==> src/rtl/z80_reti.sv <==
// Z80 RETI snooper: watches M1 opcode fetches on the CPU bus and pulses
// O_RETI for one enabled cycle when the ED 4D sequence completes.
module z80_reti (
  input  logic       I_CLK,
  input  logic       I_RESET,
  input  logic       I_CLKEN,
  input  logic       I_M1_n,
  input  logic       I_MREQ_n,
  input  logic       I_IORQ_n,
  input  logic       I_RD_n,
  input  logic [7:0] I_D,
  output logic       O_SPM1,
  output logic       O_RETI,
  output logic       O_ED
);

  typedef enum logic [1:0] {
    IDLE,
    PFX,
    CBS,
    EDS
  } state_t;

  state_t     state;
  state_t     state_nx;
  logic [7:0] opcode;
  logic       fetch;
  logic       fetch_r;
  logic       fetch_end;
  logic       int_ack;
  logic       reti_nx;
  logic       is_ed;
  logic       is_cb;
  logic       is_pfx;

  assign fetch     = ~I_M1_n & ~I_MREQ_n & ~I_RD_n;
  assign int_ack   = ~I_M1_n & ~I_IORQ_n;
  assign fetch_end = fetch_r & ~fetch;
  assign O_SPM1    = ~I_RESET & int_ack;

  assign is_ed  = (opcode == 8'hED);
  assign is_cb  = (opcode == 8'hCB);
  assign is_pfx = (opcode == 8'hDD) | (opcode == 8'hFD);

  always_ff @(posedge I_CLK) begin
    if (I_RESET) begin
      state   <= IDLE;
      fetch_r <= 1'b0;
      opcode  <= 8'h00;
      O_RETI  <= 1'b0;
    end else if (I_CLKEN) begin
      state   <= state_nx;
      fetch_r <= fetch;
      O_RETI  <= reti_nx;
      if (fetch)
        opcode <= I_D;
    end
  end

  // Interrupt acknowledge wins over a fetch ending on the same edge.
  always_comb begin
    state_nx = state;
    if (int_ack) begin
      state_nx = IDLE;
    end else if (fetch_end) begin
      case (state)
        IDLE, PFX: begin
          unique case (1'b1)
            is_ed:   state_nx = EDS;
            is_pfx:  state_nx = PFX;
            is_cb:   state_nx = (state == IDLE) ? CBS : IDLE;
            default: state_nx = IDLE;
          endcase
        end
        default: state_nx = IDLE;
      endcase
    end
  end

  always_comb begin
    O_ED    = (state == EDS);
    reti_nx = ~int_ack & fetch_end &
              (state == EDS) & (opcode == 8'h4D);
  end

endmodule

==> config.mk <==
export PLATFORM = sky130hd
export DESIGN_NAME = z80_reti
export DESIGN_NICKNAME = d
export VERILOG_FILES = /design/src/rtl/z80_reti.sv
export SDC_FILE = /design/constraint.sdc
export NUM_CORES = 1
export LEC_CHECK = 0
export BUFFER_PORTS_ARGS = -buffer_cell sky130_fd_sc_hd__buf_2
export CORE_AREA = 2 2 40 42
export CTS_CLUSTER_SIZE = 20
export DETAILED_ROUTE_END_ITERATION = 7
export DIE_AREA = 0 0 42 44
export HOLD_SLACK_MARGIN = 0.15
export PLACE_DENSITY = 0.76
export SETUP_SLACK_MARGIN = 0.05
export SLEW_MARGIN = 40
export SYNTH_ARGS = -nofsm -noshare
export SYNTH_HDL_FRONTEND = slang
export SYNTH_SLANG_ARGS = --single-unit
export TNS_END_PERCENT = 50
==> constraint.sdc <==
create_clock -name I_CLK -period 3.1 [get_ports I_CLK]
set_input_delay 0.155 -clock I_CLK [delete_from_list [all_inputs] [get_ports I_CLK]]
set_output_delay 0.155 -clock I_CLK [all_outputs]
set_load 0.1 [all_outputs]
==> impl_metrics.tcl <==
set metrics [dict create \
    n_antenna_cell 0 \
    clock_latency_ps 270 \
    die_x_um 42 \
    synthCells 64 \
    grt_overflow_total 0 \
    synth.distinct_cells 25 \
    clk_pin_slew_ps 80 \
    syn_nets 79 \
    cellPowerDensity_mw_per_mm2 410 \
    layout_min_cycle_time_ps 1440 \
    hold_slack_ps 228 \
    max-cap-violations 0 \
    cts_buffer_depth 2 \
    drt_iter0_markers 8 \
    synth_area_um2 559 \
    cp_max_fo 4 \
    rows 14 \
    grt_pass1_wl_um 2300 \
    synth_compound_gate_area_share_pct 24.6 \
    synth_edf_count 0 \
    nets 107 \
    hold_class "in -> reg" \
    post-cts-setup-buffers 0 \
    synth_commonest_cells "16 x nand2_1, 12 x dfxtp_1, 9 x a21oi_1" \
    die_area_mm2 0.00185 \
    startpoint_type "flop" \
    drive_gt1_share_pct 27.5 \
    ctsResizeCount 0 \
    endpoint_kind "output port" \
    crit_type "reg -> out" \
    antenna_found_initial 0 \
    synth-seq-area-share_pct 43.0 \
    grt_pass1_vias 581 \
    total_power_uw 317 \
    synth_top_area_share_pct 43.0 \
    cp_data_arrival_time_ps 1280 \
    power.leakage_nw 0.292 \
    grt_util_all_layers_pct 16.7 \
    synth_ff_type "dfxtp_1" \
    core_area_mm2 0.00142 \
    cts_tree "built" \
    vias_per_cell 5.16 \
    synth.area.mux_share_pct 0 \
    wirelength_um 1250 \
    setup_tns_ps 0 \
    netlist.top_cell.by_area "dfxtp_1" \
    fillers 120 \
    rsz0062_at_grt "no" \
    cts-root-buf "clkbuf_4" \
    post-synth-top-count-cell "nand2_1" \
    drc 0 \
    die_h_um 44 \
    synth_top_family_by_area "simple AND/OR/NAND/NOR gates" \
    async_flop_share_pct 0 \
    vias 552 \
    fin_skew_ps 2.22 \
    cts_buffers 3 \
    synth_simple_gate_area_share_pct 29.1 \
    area_delta_synth_final_pct 38.3 \
    synth.avg_cell_area_um2 8.74 \
    synth-xor-area-share_pct 0 \
    ant_nets 0 \
    slowest_delay_ps 430 \
    gp_congestion 0.759 \
    fmax_mhz 695 \
    initial_utilization_pct 39.4 \
    hold_buffers 8 \
    period_share_pct 46.4 \
    synth_fa_ha_area_share_pct 0 \
    slew_headroom_pct 53.8 \
    path_cells "and2_1 -> buf_2" \
    grt_max_degree 14 \
    outcome "finished clean" \
    cts.sinks 12 \
    dp_hpwl_um 931 \
    hold_viol_final 0 \
    postLayoutSetupSlackWorst_ps 1660 \
    firstDrtPassIters 4 \
    htree_levels 1 \
    tightest_slew_ps 691 \
    pre_cts_ws_ps 1700 \
    synth_warnings 0 \
    worst_path_max_delay_cell "buf_2" \
    port_buffers 17 \
    routedWlPerCell_um 11.7 \
    synth_seq_cells 12 \
    drv_slew 0 \
    io_pins 18 \
    setup_violations 0 \
    synthTopCellsByArea "dfxtp_1 43%, nand2_1 11%, a21oi_1 8.1%" \
    vdd_ir_drop_max_mv 0.252 \
    required_ps 2940 \
]
## registers in the layout, indices dropped and copies added, names as in the netlist
| name | count |
|---|---|
| O_RETI | 1 |
| state | 2 |
| fetch_r | 1 |
| opcode | 8 |
## metrics by stage
step	cells	util [%]	cell area (um2)
final	107	54.5	773
after global routing	107	54.5	773
after CTS	107	54.5	773
after detailed placement	95	46.3	657
after global placement	95	46.3	657
after floorplan	64	-	559
## where the power goes
group	total [mW]	internal [mW]	switching, mW	leakage [nW]
combinational	0.0365	0.0177	0.0188	0.174
clock	0.122	0.0713	0.0507	0.0210
sequential	0.158	0.156	0.00198	0.0970
## routing by layer
layer / global-route usage (%) / vias to the layer above / wire length [um]
li1: - / 282 / -
met1: 17.9 / 256 / 533
met3: 3.75 / 2 / 36
met5: 0 / - / 0
met2: 30.0 / 12 / 664
met4: 10.3 / 0 / 14
## cell type report
class | instances | area, um2 | share of cell area, %
Inverter | 3 | 11.3 | 1.46
Clock buffer | 4 | 36.3 | 4.69
Tap cell | 16 | 20.0 | 2.59
Timing Repair Buffer | 25 | 165 | 21.4
Multi-Input combinational cell | 47 | 300 | 38.8
Sequential cell | 12 | 240 | 31.1
## logic make-up after synthesis
logic type / Yosys count
AND/OR/NAND/NOR: 30
flip-flops: 12
AO/OA/AOI/OAI: 17
buffers and inverters: 5
## worst paths after layout
kind                                  end  startpoint  slack [ps]  depth (start not counted)
worst max-delay path                 O_ED    state[1]        1660                          2
worst min register to register  opcode[6]   opcode[6]         460                          2
worst max register to register   state[1]   opcode[5]        1680                          3
worst min-delay path            opcode[6]     I_RESET         230                          2
## critical path, delay by kind of cell, from the launching register on
| family | cells | cell delay [ps] |
|---|---|---|
| buffers and inverters | 1 | 430 |
| and+or+nand+nor | 1 | 170 |
| DFF | 1 | 420 |
## layout by cell type, fill, tap and decap left out, types with 2 or more instances in the layout
cell type and count:
clkbuf_4 3, buf_2 17, inv_1 3, nor3_1 2, nor2_1 2, dlygate4sd3_1 8, dfxtp_1 12, nand2_1 16
a21oi_1 9
No activity file was read; power rests on OpenSTA's default activity.
